--- config.mk ---
export PLATFORM = sky130hd
export DESIGN_NAME = seg7_scan_driver
export DESIGN_NICKNAME = d
export VERILOG_FILES = /design/src/rtl/seg7_pkg.sv /design/src/rtl/hex_to_seg7.sv /design/src/rtl/seg7_scan_driver.sv
export SDC_FILE = /design/constraint.sdc
export NUM_CORES = 1
export LEC_CHECK = 0
export CORE_MARGIN = 2
export CORE_UTILIZATION = 55
export CTS_BUF_LIST = sky130_fd_sc_hd__clkbuf_16
export DETAILED_ROUTE_END_ITERATION = 16
export PLACE_DENSITY = 0.83
export SYNTH_ARGS = -nofsm -noshare
export SYNTH_HDL_FRONTEND = slang
export SYNTH_SLANG_ARGS = --single-unit
--- constraint.sdc ---
create_clock -name CLOCK_50_i -period 4.15 [get_ports CLOCK_50_i]
set_input_delay 0.83 -clock CLOCK_50_i [delete_from_list [all_inputs] [get_ports CLOCK_50_i]]
set_output_delay 0.83 -clock CLOCK_50_i [all_outputs]
set_load 0.01 [all_outputs]
--- src/rtl/seg7_pkg.sv ---
// Shared 7-segment definitions: segment type, blank pattern and hex decode table.
// Segment vectors are active-low and packed as {g,f,e,d,c,b,a}.
package seg7_pkg;

    typedef logic [6:0] seg_t;

    // All segments dark.
    localparam seg_t SEG_OFF = 7'h7F;

    // Hex digit glyphs 0..F, active-low gfedcba.
    localparam seg_t SEG_LUT [16] = '{
        7'h40, 7'h79, 7'h24, 7'h30,
        7'h19, 7'h12, 7'h02, 7'h78,
        7'h00, 7'h10, 7'h08, 7'h03,
        7'h46, 7'h21, 7'h06, 7'h0E
    };

    function automatic seg_t hex2seg(input logic [3:0] nib);
        return SEG_LUT[nib];
    endfunction

endpackage

--- src/rtl/hex_to_seg7.sv ---
// Combinational nibble to 7-segment glyph decoder (active-low gfedcba).
module hex_to_seg7
    import seg7_pkg::*;
(
    input  logic [3:0] nib,
    output seg_t       seg
);

    assign seg = hex2seg(nib);

endmodule

--- src/rtl/seg7_scan_driver.sv ---
// Time-multiplexed driver for a common-anode multi-digit 7-segment display.
// A frame-synchronous shadow register keeps each frame tear-free; a guard
// interval at the start of every digit slot prevents ghosting, and leading
// zeros / individual digits can be blanked.
module seg7_scan_driver
    import seg7_pkg::*;
#(
    parameter int DIGITS   = 8,
    parameter int SCAN_DIV = 50000,
    parameter int GUARD    = 500
) (
    input  logic                CLOCK_50_i,
    input  logic                rst_i,
    input  logic [4*DIGITS-1:0] data_i,
    input  logic                load_i,
    input  logic [DIGITS-1:0]   blank_i,
    input  logic                lz_i,
    output logic [DIGITS-1:0]   an_o,
    output logic                ca_o,
    output logic                cb_o,
    output logic                cc_o,
    output logic                cd_o,
    output logic                ce_o,
    output logic                cf_o,
    output logic                cg_o,
    output logic                frame_o
);

    localparam int CW = (SCAN_DIV > 1) ? $clog2(SCAN_DIV) : 1;
    localparam int IW = (DIGITS > 1) ? $clog2(DIGITS) : 1;

    localparam logic [CW-1:0] CNT_LAST  = CW'(SCAN_DIV - 1);
    localparam logic [CW-1:0] CNT_GUARD = CW'(GUARD);
    localparam logic [CW-1:0] CNT_ONE   = CW'(1);
    localparam logic [IW-1:0] IDX_LAST  = IW'(DIGITS - 1);
    localparam logic [IW-1:0] IDX_ONE   = IW'(1);

    logic [CW-1:0]         cnt_reg;
    logic [IW-1:0]         idx_reg;
    logic [4*DIGITS-1:0]   pending_reg;
    logic [4*DIGITS-1:0]   disp_reg;
    logic                  pend_valid_reg;
    logic [DIGITS-1:0]     an_reg;
    seg_t                  seg_reg;
    logic                  frame_reg;

    logic                  tick;
    logic                  wrap;
    logic                  digit_on;
    logic [3:0]            nib;
    seg_t                  nib_seg;
    logic [DIGITS-1:0]     anode_sel;
    logic [3:0]            nib_arr [DIGITS];
    logic [DIGITS-1:0]     lz_zero;

    assign tick = (cnt_reg == CNT_LAST);
    assign wrap = tick && (idx_reg == IDX_LAST);

    // Per-digit nibble slices and "this digit and everything above it is zero"
    // flags. Digit 0 is never treated as a leading zero so a value of 0 still
    // shows a single "0".
    genvar gi;
    generate
        for (gi = 0; gi < DIGITS; gi++) begin : g_digit
            assign nib_arr[gi] = disp_reg[4*gi +: 4];
            if (gi == 0) begin : g_first
                assign lz_zero[gi] = 1'b0;
            end else begin : g_upper
                assign lz_zero[gi] = (disp_reg[4*DIGITS-1 : 4*gi] == '0);
            end
        end
    endgenerate

    assign nib      = nib_arr[idx_reg];
    assign digit_on = !blank_i[idx_reg] && !(lz_i && lz_zero[idx_reg])
                      && (cnt_reg >= CNT_GUARD);

    hex_to_seg7 u_hex (
        .nib (nib),
        .seg (nib_seg)
    );

    // One-hot active-low anode pattern for the current digit index.
    always_comb begin
        anode_sel          = '1;
        anode_sel[idx_reg] = 1'b0;
    end

    // Slot prescaler and digit index; the index advances once per slot.
    always_ff @(posedge CLOCK_50_i or posedge rst_i) begin
        if (rst_i) begin
            cnt_reg <= '0;
            idx_reg <= '0;
        end else begin
            cnt_reg <= tick ? '0 : cnt_reg + CNT_ONE;
            if (tick) begin
                idx_reg <= (idx_reg == IDX_LAST) ? '0 : idx_reg + IDX_ONE;
            end
        end
    end

    // Shadow registers: loads park in pending and are committed at frame
    // wrap; a load landing exactly on the wrap goes straight to disp.
    always_ff @(posedge CLOCK_50_i or posedge rst_i) begin
        if (rst_i) begin
            pending_reg    <= '0;
            disp_reg       <= '0;
            pend_valid_reg <= 1'b0;
        end else begin
            if (load_i) begin
                pending_reg <= data_i;
            end
            if (wrap) begin
                pend_valid_reg <= 1'b0;
                if (load_i) begin
                    disp_reg <= data_i;
                end else if (pend_valid_reg) begin
                    disp_reg <= pending_reg;
                end
            end else if (load_i) begin
                pend_valid_reg <= 1'b1;
            end
        end
    end

    // Registered display outputs and frame-start pulse.
    always_ff @(posedge CLOCK_50_i or posedge rst_i) begin
        if (rst_i) begin
            an_reg    <= '1;
            seg_reg   <= SEG_OFF;
            frame_reg <= 1'b0;
        end else begin
            frame_reg <= wrap;
            an_reg    <= digit_on ? anode_sel : '1;
            seg_reg   <= digit_on ? nib_seg : SEG_OFF;
        end
    end

    assign an_o    = an_reg;
    assign frame_o = frame_reg;
    assign ca_o    = seg_reg[0];
    assign cb_o    = seg_reg[1];
    assign cc_o    = seg_reg[2];
    assign cd_o    = seg_reg[3];
    assign ce_o    = seg_reg[4];
    assign cf_o    = seg_reg[5];
    assign cg_o    = seg_reg[6];

endmodule

==> metrics, run 1 <==
max incr delay on CP between 900 and 1000 ps; Longest Clk Path Bufs 2; post-route ant nets 0; fin crit share ~73%; Area Growth Syn to Fin 22.3%; outcome completed; Pwr Density between 300 and 400 mW/mm^2; ANT cells 0; Die Wd 94.8 um; Starting DRT DRC Count 181; worst-margin pin slew around 1000 ps; setup violators final 0; sequential cell area fraction in the yosys report around 56%; Yosys top cell area share a little under half; Yosys cell types 45; Post-Syn Area between 0.004 and 0.005 mm^2; Sw Pwr between 0.4 and 0.5 mW; Seq pwr share between 40 and 50%; antenna violations before repair 0; pin count of the biggest net entering global routing 60; cells after synthesis 340; Peak Freq 331 MHz; GRT overflow 0; Final HPWL DP approximately 6000 um; Synth Flop Type dfrtp_1; H-tree Lvls 3; cell type with the largest total area after synthesis dfrtp_1; maximum VDD drop approximately 230 uV; Fillers 571; setup ws final 1130 ps; Avg Synthesized Cell Area about 13 um^2; slew margin rel. between 30% and 40%; CP Cell Sequence mux4_2 > mux2i_1 > inv_1 > ha_1 > nor2_1 > nand2_1 > o221ai_1 > nand2_1; RSZ-0062 raised after global routing no; DR vias between 2000 and 3000; Leak 2.42 nW; max-cap viol count 0; Gate power share just over 7%; Detailed Route WL about 8700 um; Initial Util 56.0%; gpl congestion between 0.8 and 0.9; Tmin final ~3000 ps; share of layout cells above drive strength 1 between 20% and 30%; vias in the first global route ~3000; Sink Count 100; EDFF count, synth 0; latest clock arrival within the worst-skew pair 350 ps; Arrival @ worst endpoint 3260 ps; CTS Root Buffer Type clkbuf_16; crit path capture type flip-flop; DRC violations left 0; Startpoint Class flip-flop; global-route wire length before repair around 14000 um; CP max-delay cell dfrtp_1; P_int about 1.8 mW; #FFs+latches synth 100; TritonCTS clock tree yes; clk slew on worst S/H paths around 60 ps; Post-CTS Hold Buffers 0; crit path kind flip-flop to flip-flop; clock power share around 46%; Syn Nets between 300 and 400; Die Span Y between 90 and 100 um; Hold Vio Cnt, Final 0; site row count 33; ranking of synthesized cells by area dfrtp_1 47%, dfstp_2 8.7%, mux2_2 8.4%, mux2_1 7.5%, mux4_2 4.0%; full die area around 0.009 mm^2; Crit path top cell by count nand2_1; core area between 0.008 and 0.009 mm^2; Vias/cell about 5.6; CP Max Fanout 25; top-level I/O count 60; Worst EP required 4390 ps; post_cts resized 0; post-place setup slack roughly 1100 ps; most common cell after layout, fill and taps aside dfrtp_1; worst hold path type flip-flop to flip-flop; sw frac 20.1%; # Post-CTS Setup Buffers 0; setup TNS 0 ps; total iterations of the first detailed-routing run 4; routed len/inst around 17 um; overall global routing resource usage a little over a fifth; post-layout util about two thirds; nets roughly 450; IO Port Bufs between 50 and 60; cts bufs inserted 9; most frequent cells in the layout 85 x dfrtp_1, 59 x clkdlybuf4s50_1, 34 x mux2_2; clock skew between 9 and 10 ps; Post-synth ARST share between 90% and 100%; Synthesis Warnings 0; Final Slew Violations 0
## stage by stage
| step | instance area, um^2 | power, mW | hold WS, ps | cells |
|---|---|---|---|---|
| after floorplan | 4530 | 1.14 | 453 | 340 |
| after global placement | 5180 | 1.20 | 473 | 491 |
| after detailed placement | 5180 | 1.21 | 482 | 491 |
| after CTS | 5540 | 2.21 | 495 | 506 |
| after global routing | 5540 | 2.27 | 510 | 506 |
| final | 5540 | 2.20 | 495 | 506 |
## power groups by stage
stage          clock network, mW  registers (mW)  logic, mW
2_1_floorplan                  0            1.05     0.0933
3_3_place_gp                   0            1.05      0.153
3_5_place_dp                   0            1.05      0.158
4_1_cts                     1.02            1.04      0.160
5_1_grt                     1.06            1.04      0.175
6_report                    1.00            1.04      0.157
## path summary, 6_finish.rpt
check,start,end,slack (ps),cells past startpoint
setup / recovery,idx_reg[1],seg_reg[0],1130,8
hold / removal,pending_reg[7],pending_reg[7],500,1
setup reg to reg,idx_reg[1],seg_reg[0],1130,8
hold reg to reg,pending_reg[7],pending_reg[7],500,1
max in group asynchronous,rst_i,disp_reg[1],2340,3
min in group asynchronous,rst_i,pending_reg[15],990,2
## Yosys cell counts, types with 3 or more instances
master,n
nand2_1,20
buf_6,4
nor2_1,17
nand4_1,5
nand3_1,19
xnor2_1,9
xor2_1,6
inv_1,8
nor4_1,9
o221ai_1,3
o21ai_0,4
mux4_2,8
buf_2,3
nand3b_1,4
dfstp_2,15
mux2_1,30
and3_1,4
dfrtp_1,85
clkbuf_1,7
nor2b_1,3
mux2_2,34
ha_1,10
mux2i_1,6
## critical path: cells and delay by family, from the launching register on
family	cells	cell delay [ps]
AOI/OAI and AO/OA	1	120
adders and majority gates	1	230
buffers and inverters	1	150
DFF	1	990
muxes	2	1080
and+or+nand+nor	3	350
## routing by layer
layer  vias to the layer above  GRT usage [%]  wire [um]
met3                        11           3.75        267
met2                        68           35.8       4390
li1                       1328              -          -
met5                         -              0          0
met1                      1440           27.3       3830
met4                         0           10.9        170
## cell families (layout without fill, tap and decap cells)
group | Yosys count | count (layout) | share of synthesized area (%)
buf+inv | 25 | 86 | 2.98
xor+xnor | 15 | 15 | 2.90
simple gates | 92 | 92 | 11.0
fa+ha+maj | 10 | 10 | 2.76
flops | 100 | 100 | 55.6
mux | 78 | 78 | 21.2
compound gates | 20 | 20 | 3.51
## final cells by class
cell class,count,area (um^2),share of cell area [%]
well taps,105,131,2.37
flip-flops and latches,100,2520,45.5
multi-input cells,215,1880,33.8
clock inverters,6,136,2.46
repair buffers,63,621,11.2
inverters,8,31.3,0.564
clock buffers,9,225,4.06
(Power assumes the default switching activity.)
==> run 2, diff against run 1 <==
CORE_UTILIZATION = 50   (was 55)
PLACE_DENSITY = 0.79   (was 0.83)
clock period = 2.45 ns   (was 4.15 ns; I/O delays follow)
==> run 2 against run 1 <==
Global-route usage fell by 2.1 points. Clock power rose by 34%. Utilization is 4.4 points lower. Combinational power rose by 76%. Clock-buffer cell count unchanged. Maximum frequency up 33%. Non-clock buffer count increased by 14. Critical path depth rose by 1. Flip-flop and latch count did not move. Sequential power is 69% higher. Hold slack lost 3.0 ps. Sequential share of layout area is 0.58 points lower. Largest power group unchanged.
==> metrics, run 2 (synthesis gave the netlist of run 1 again) <==
outcome completed (unchanged); cts bufs inserted 9 (unchanged); maximum VDD drop 322 uV (was 231 uV); CP Cell Sequence buf_12 > mux4_2 > mux2i_1 > inv_1 > ha_1 > nor2_1 > nand2_1 > o221ai_1 > nand2_1 (was mux4_2 > mux2i_1 > inv_1 > ha_1 > nor2_1 > nand2_1 > o221ai_1 > nand2_1); vias in the first global route 3118 (was 3012); Leak 2.46 nW (was 2.42 nW); r2r worst-path depth 9 (was 8); post-route ant nets 0 (unchanged); crit path kind flip-flop to flip-flop (unchanged); clk slew on worst S/H paths 60 ps (about the same); worst r2r src idx_reg[1] (unchanged); Vias/cell 5.60 (was 5.63); overall global routing resource usage 19.4% (was 21.6%); full die area 0.00984 mm^2 (was 0.00898 mm^2); share of layout cells above drive strength 1 23.2% (was 20.4%); GRT overflow 0 (unchanged); fin crit share 92.8% (was 72.7%); Startpoint Class flip-flop (unchanged); CP Max Fanout 16 (was 25); Area Growth Syn to Fin 23.9% (was 22.3%); latest clock arrival within the worst-skew pair 340 ps (was 350 ps); Crit path top cell by count nand2_1 (unchanged); Worst R2R End seg_reg[0] (unchanged); most common cell after layout, fill and taps aside dfrtp_1 (unchanged); post-place setup slack -15.6 ps (was 1130 ps); Hold Vio Cnt, Final 0 (unchanged); TritonCTS clock tree yes (unchanged); Arrival @ worst endpoint 2530 ps (was 3260 ps); Pwr Density 601 mW/mm^2 (was 396 mW/mm^2); pin count of the biggest net entering global routing 53 (was 60); ANT cells 0 (unchanged); Tmin final 2270 ps (was 3020 ps); CP startpoint idx_reg[1] (unchanged); setup ws final 176 ps (was 1130 ps); Die Wd 99.2 um (was 94.8 um); worst hold path type flip-flop to flip-flop (unchanged); Critical Path End seg_reg[0] (unchanged); CP max-delay cell mux4_2 (was dfrtp_1); crit path capture type flip-flop (unchanged); Worst EP required 2710 ps (was 4390 ps); Buf+Inv Stages, Crit Path 2 (was 1); total iterations of the first detailed-routing run 4 (unchanged); Post-CTS Hold Buffers 0 (unchanged); CTS Root Buffer Type clkbuf_16 (unchanged); routed len/inst 17.0 um (was 17.1 um); Sink Count 100 (unchanged); setup violators final 0 (unchanged); DRC violations left 0 (unchanged); Detailed Route WL 8880 um (was 8650 um); site row count 34 (was 33); clock skew 6.82 ps (was 9.07 ps); nets 465 (was 451); core area 0.00876 mm^2 (was 0.00809 mm^2); antenna violations before repair 0 (unchanged); RSZ-0062 raised after global routing no (unchanged); IO Port Bufs 59 (unchanged); R2R setup slack 180 ps (was 1130 ps); Die Span Y 99.2 um (was 94.8 um); slew margin rel. 60.1% (was 30.1%); H-tree Lvls 3 (unchanged); Crit path max-delay family multiplexers (unchanged); Peak Freq 440 MHz (was 331 MHz); top-level I/O count 60 (unchanged); max-cap viol count 0 (unchanged); most frequent cells in the layout 84 x dfrtp_1, 59 x clkdlybuf4s50_1, 34 x mux2_2 (was 85 x dfrtp_1, 59 x clkdlybuf4s50_1, 34 x mux2_2); Starting DRT DRC Count 86 (was 181); Final Slew Violations 0 (unchanged); DR vias 2921 (was 2847); Worst path depth 9 (was 8); Longest Clk Path Bufs 2 (unchanged); gpl congestion 0.872 (was 0.871); worst-margin pin slew 597 ps (was 1020 ps); Initial Util 51.7% (was 56.0%); global-route wire length before repair 15000 um (was 14500 um); max incr delay on CP 510 ps (was 990 ps); post-layout power 3.38 mW (was 2.20 mW); Final HPWL DP 6330 um (was 6010 um)
==> run 2: layout make-up <==
type | instances | area, um^2
inverter | 8 | 33.8
tap | 108 | 135
multi-input combinational | 215 | 1880
clock buffer | 9 | 225
timing repair buffer | 77 | 763
sequential | 100 | 2520
fill | 665 | 3150
clock inverter | 5 | 53.8
==> run 2: repair_timing <==
action	in CTS	in global routing
buffers inserted	0	0
setup endpoints to repair	0	16
gates resized for setup	0	4
==> run 2: metal layers <==
metal	vias to the layer above	GRT usage [%]	wire length [um]
met5	-	0	0
met1	1493	23.7	3740
met3	14	4.08	305
li1	1357	-	-
met4	0	7.17	146
met2	57	34.1	4680
==> run 2: worst min path at each step <==
stage	startpoint	endpoint	slack, ps	cells after the start
floorplan	disp_reg[0]	disp_reg[0]	450	1
global placement	cnt_reg[0]	cnt_reg[0]	470	1
detailed placement	cnt_reg[0]	cnt_reg[0]	480	1
CTS	cnt_reg[0]	cnt_reg[0]	490	1
global route	pending_reg[0]	pending_reg[0]	510	1
finish	cnt_reg[0]	cnt_reg[0]	490	1
==> run 2: where the power goes <==
part | internal (mW) | switching [mW]
clock network | 0.776 | 0.568
logic | 0.156 | 0.121
registers | 1.72 | 0.0306
==> run 2: worst reg2reg max path: stages (launching register included) <==
cell and delay [ps]:
dfrtp_2 440, buf_12 170, mux4_2 520, mux2i_1 210, inv_1 130, ha_1 240, nor2_1 180, nand2_1 100
o221ai_1 120, nand2_1 90
==> run 2: stage by stage <==
stage	setup TNS, ps	hold WS [ps]	area [um^2]	util [%]	std cells
3_5_place_dp	-44.0	481	5330	60.8	508
6_report	0	492	5620	64.1	522
4_1_cts	0	494	5610	64.0	522
2_1_floorplan	0	453	4540	-	340
3_3_place_gp	0	473	5330	60.8	508
5_1_grt	0	508	5620	64.1	522
==> edit (flow settings as in run 2) <==
Change the parameter `DIGITS` from 8 to 16.
--- a/src/rtl/seg7_scan_driver.sv
+++ b/src/rtl/seg7_scan_driver.sv
@@ -5,7 +5,7 @@
 module seg7_scan_driver
     import seg7_pkg::*;
 #(
-    parameter int DIGITS   = 8,
+    parameter int DIGITS   = 16,
     parameter int SCAN_DIV = 50000,
     parameter int GUARD    = 500
 ) (
Interface: changed (resized an_o, blank_i and data_i); port bits go from 60 to 108. No check against the original RTL was run, so the function may have changed too.
==> edit against run 2 <==
Wire length increased by 91%. Design area is 79% higher. Clock power increased by 95%. Combinational power increased by 44%. Worst hold slack better by 9.2 ps. Worst setup slack worse by 82 ps. Sequential power rose by 70%. Maximum frequency down 3.5%. Clock skew increased by 1.4 ps. Area after synthesis grew 75%. Sequential cell count increased by 73. Total power rose by 78%. Largest cell class unchanged. Largest power group unchanged.
==> edit: results (changes against run 2) <==
status: "finished clean"
skew_ps: 8.21  # +1.39 ps
track_usage_pct: 21.5  # +2.0 points
firstDrtPassIters: 5  # +1
grt_pass1_wl_um: 27500  # +83%
place_hpwl_um: 11900  # +88%
drt_iter0_drc: 360  # +320%
synth-compound-area-share_pct: 3.95  # +0.45 points
synth_fa_ha_area_share_pct: 1.90  # -0.86 points
cts_made_buffers: 17  # +8
post_dp_cell_area_sq_um: 9380  # +76%
r2r_start: "cnt_reg[11]"
relSlewSlack_pct: 52.7  # -7.4 points
n_fill_cell: 1052  # +58%
crit_fanout: 64  # +48
synth_fp_nets: 642  # +63%
fin_cells: 905  # +73%
switching_share_pct: 21.8  # +0.51 points
dp_cells: 873  # +72%
seq_area_frac_synth_pct: 55.1  # -0.55 points
yosys-top-cells-count: "dfrtp_1 (150), mux2_2 (68), mux2_4 (60)"
clk_latency_ps: 430  # +90 ps
grt_max_degree: 131  # +150%
die-area_sq_um: 16800  # +71%
hp-start: "pending_reg[63]"
edit: cell types whose count changed after synthesis, moves of 7 or more:
cell     delta
mux2_2     +34
dfrtp_1    +65
dfstp_2     +8
a21oi_1     +7
mux2_1     -30
mux4_2     +11
mux2_4     +60
a22oi_1     +8
nor4_1      +8
nand3_1    +12
edit: cell type report:
| class | instances | area (sq um) | area share (%) |
|---|---|---|---|
| inverter | 10 | 41.3 | 0.410 |
| clock buffer | 17 | 425 | 4.22 |
| multi-input combinational | 334 | 3430 | 34.1 |
| clock inverter | 15 | 146 | 1.45 |
| sequential | 173 | 4360 | 43.3 |
| timing repair buffer | 145 | 1400 | 13.9 |
| tap | 211 | 264 | 2.62 |
edit: per-layer routing:
metal	vias up	global-route usage, %	wire (um)
li1	2258	-	-
met4	0	7.34	340
met1	2567	28.5	7160
met5	-	0	0
met2	191	35.0	8460
met3	26	5.13	1010
edit: power by group through the flow:
stage / logic [uW] / registers [uW] / clock network, uW
3_3_place_gp: 394 / 3040 / 0
2_1_floorplan: 201 / 3030 / 0
4_1_cts: 410 / 2990 / 2660
5_1_grt: 435 / 3000 / 2810
3_5_place_dp: 405 / 3040 / 0
6_report: 398 / 2990 / 2610
edit: stage by stage:
step                setup WS (ps)  hold slack (ps)  total power, uW
CTS                          8.50              506             6060
global placement            -47.9              467             3430
finish                       94.1              502             6000
detailed placement          -93.3              484             3450
floorplan                    -232              455             3230
global route                -26.2              514             6250
edit: repair_timing:
action                     4_1_cts  5_1_grt
pin swaps                        0        1
resized for setup                3       23
setup endpoints to repair        4       23
setup buffers                    0        0
edit: worst max-delay path: stages (launching register included):
cell     delay, ps
dfrtp_1        420
or4_4          580
nor4_4         190
and3_2         290
o21ai_4         80
buf_12         250
mux2_4         370
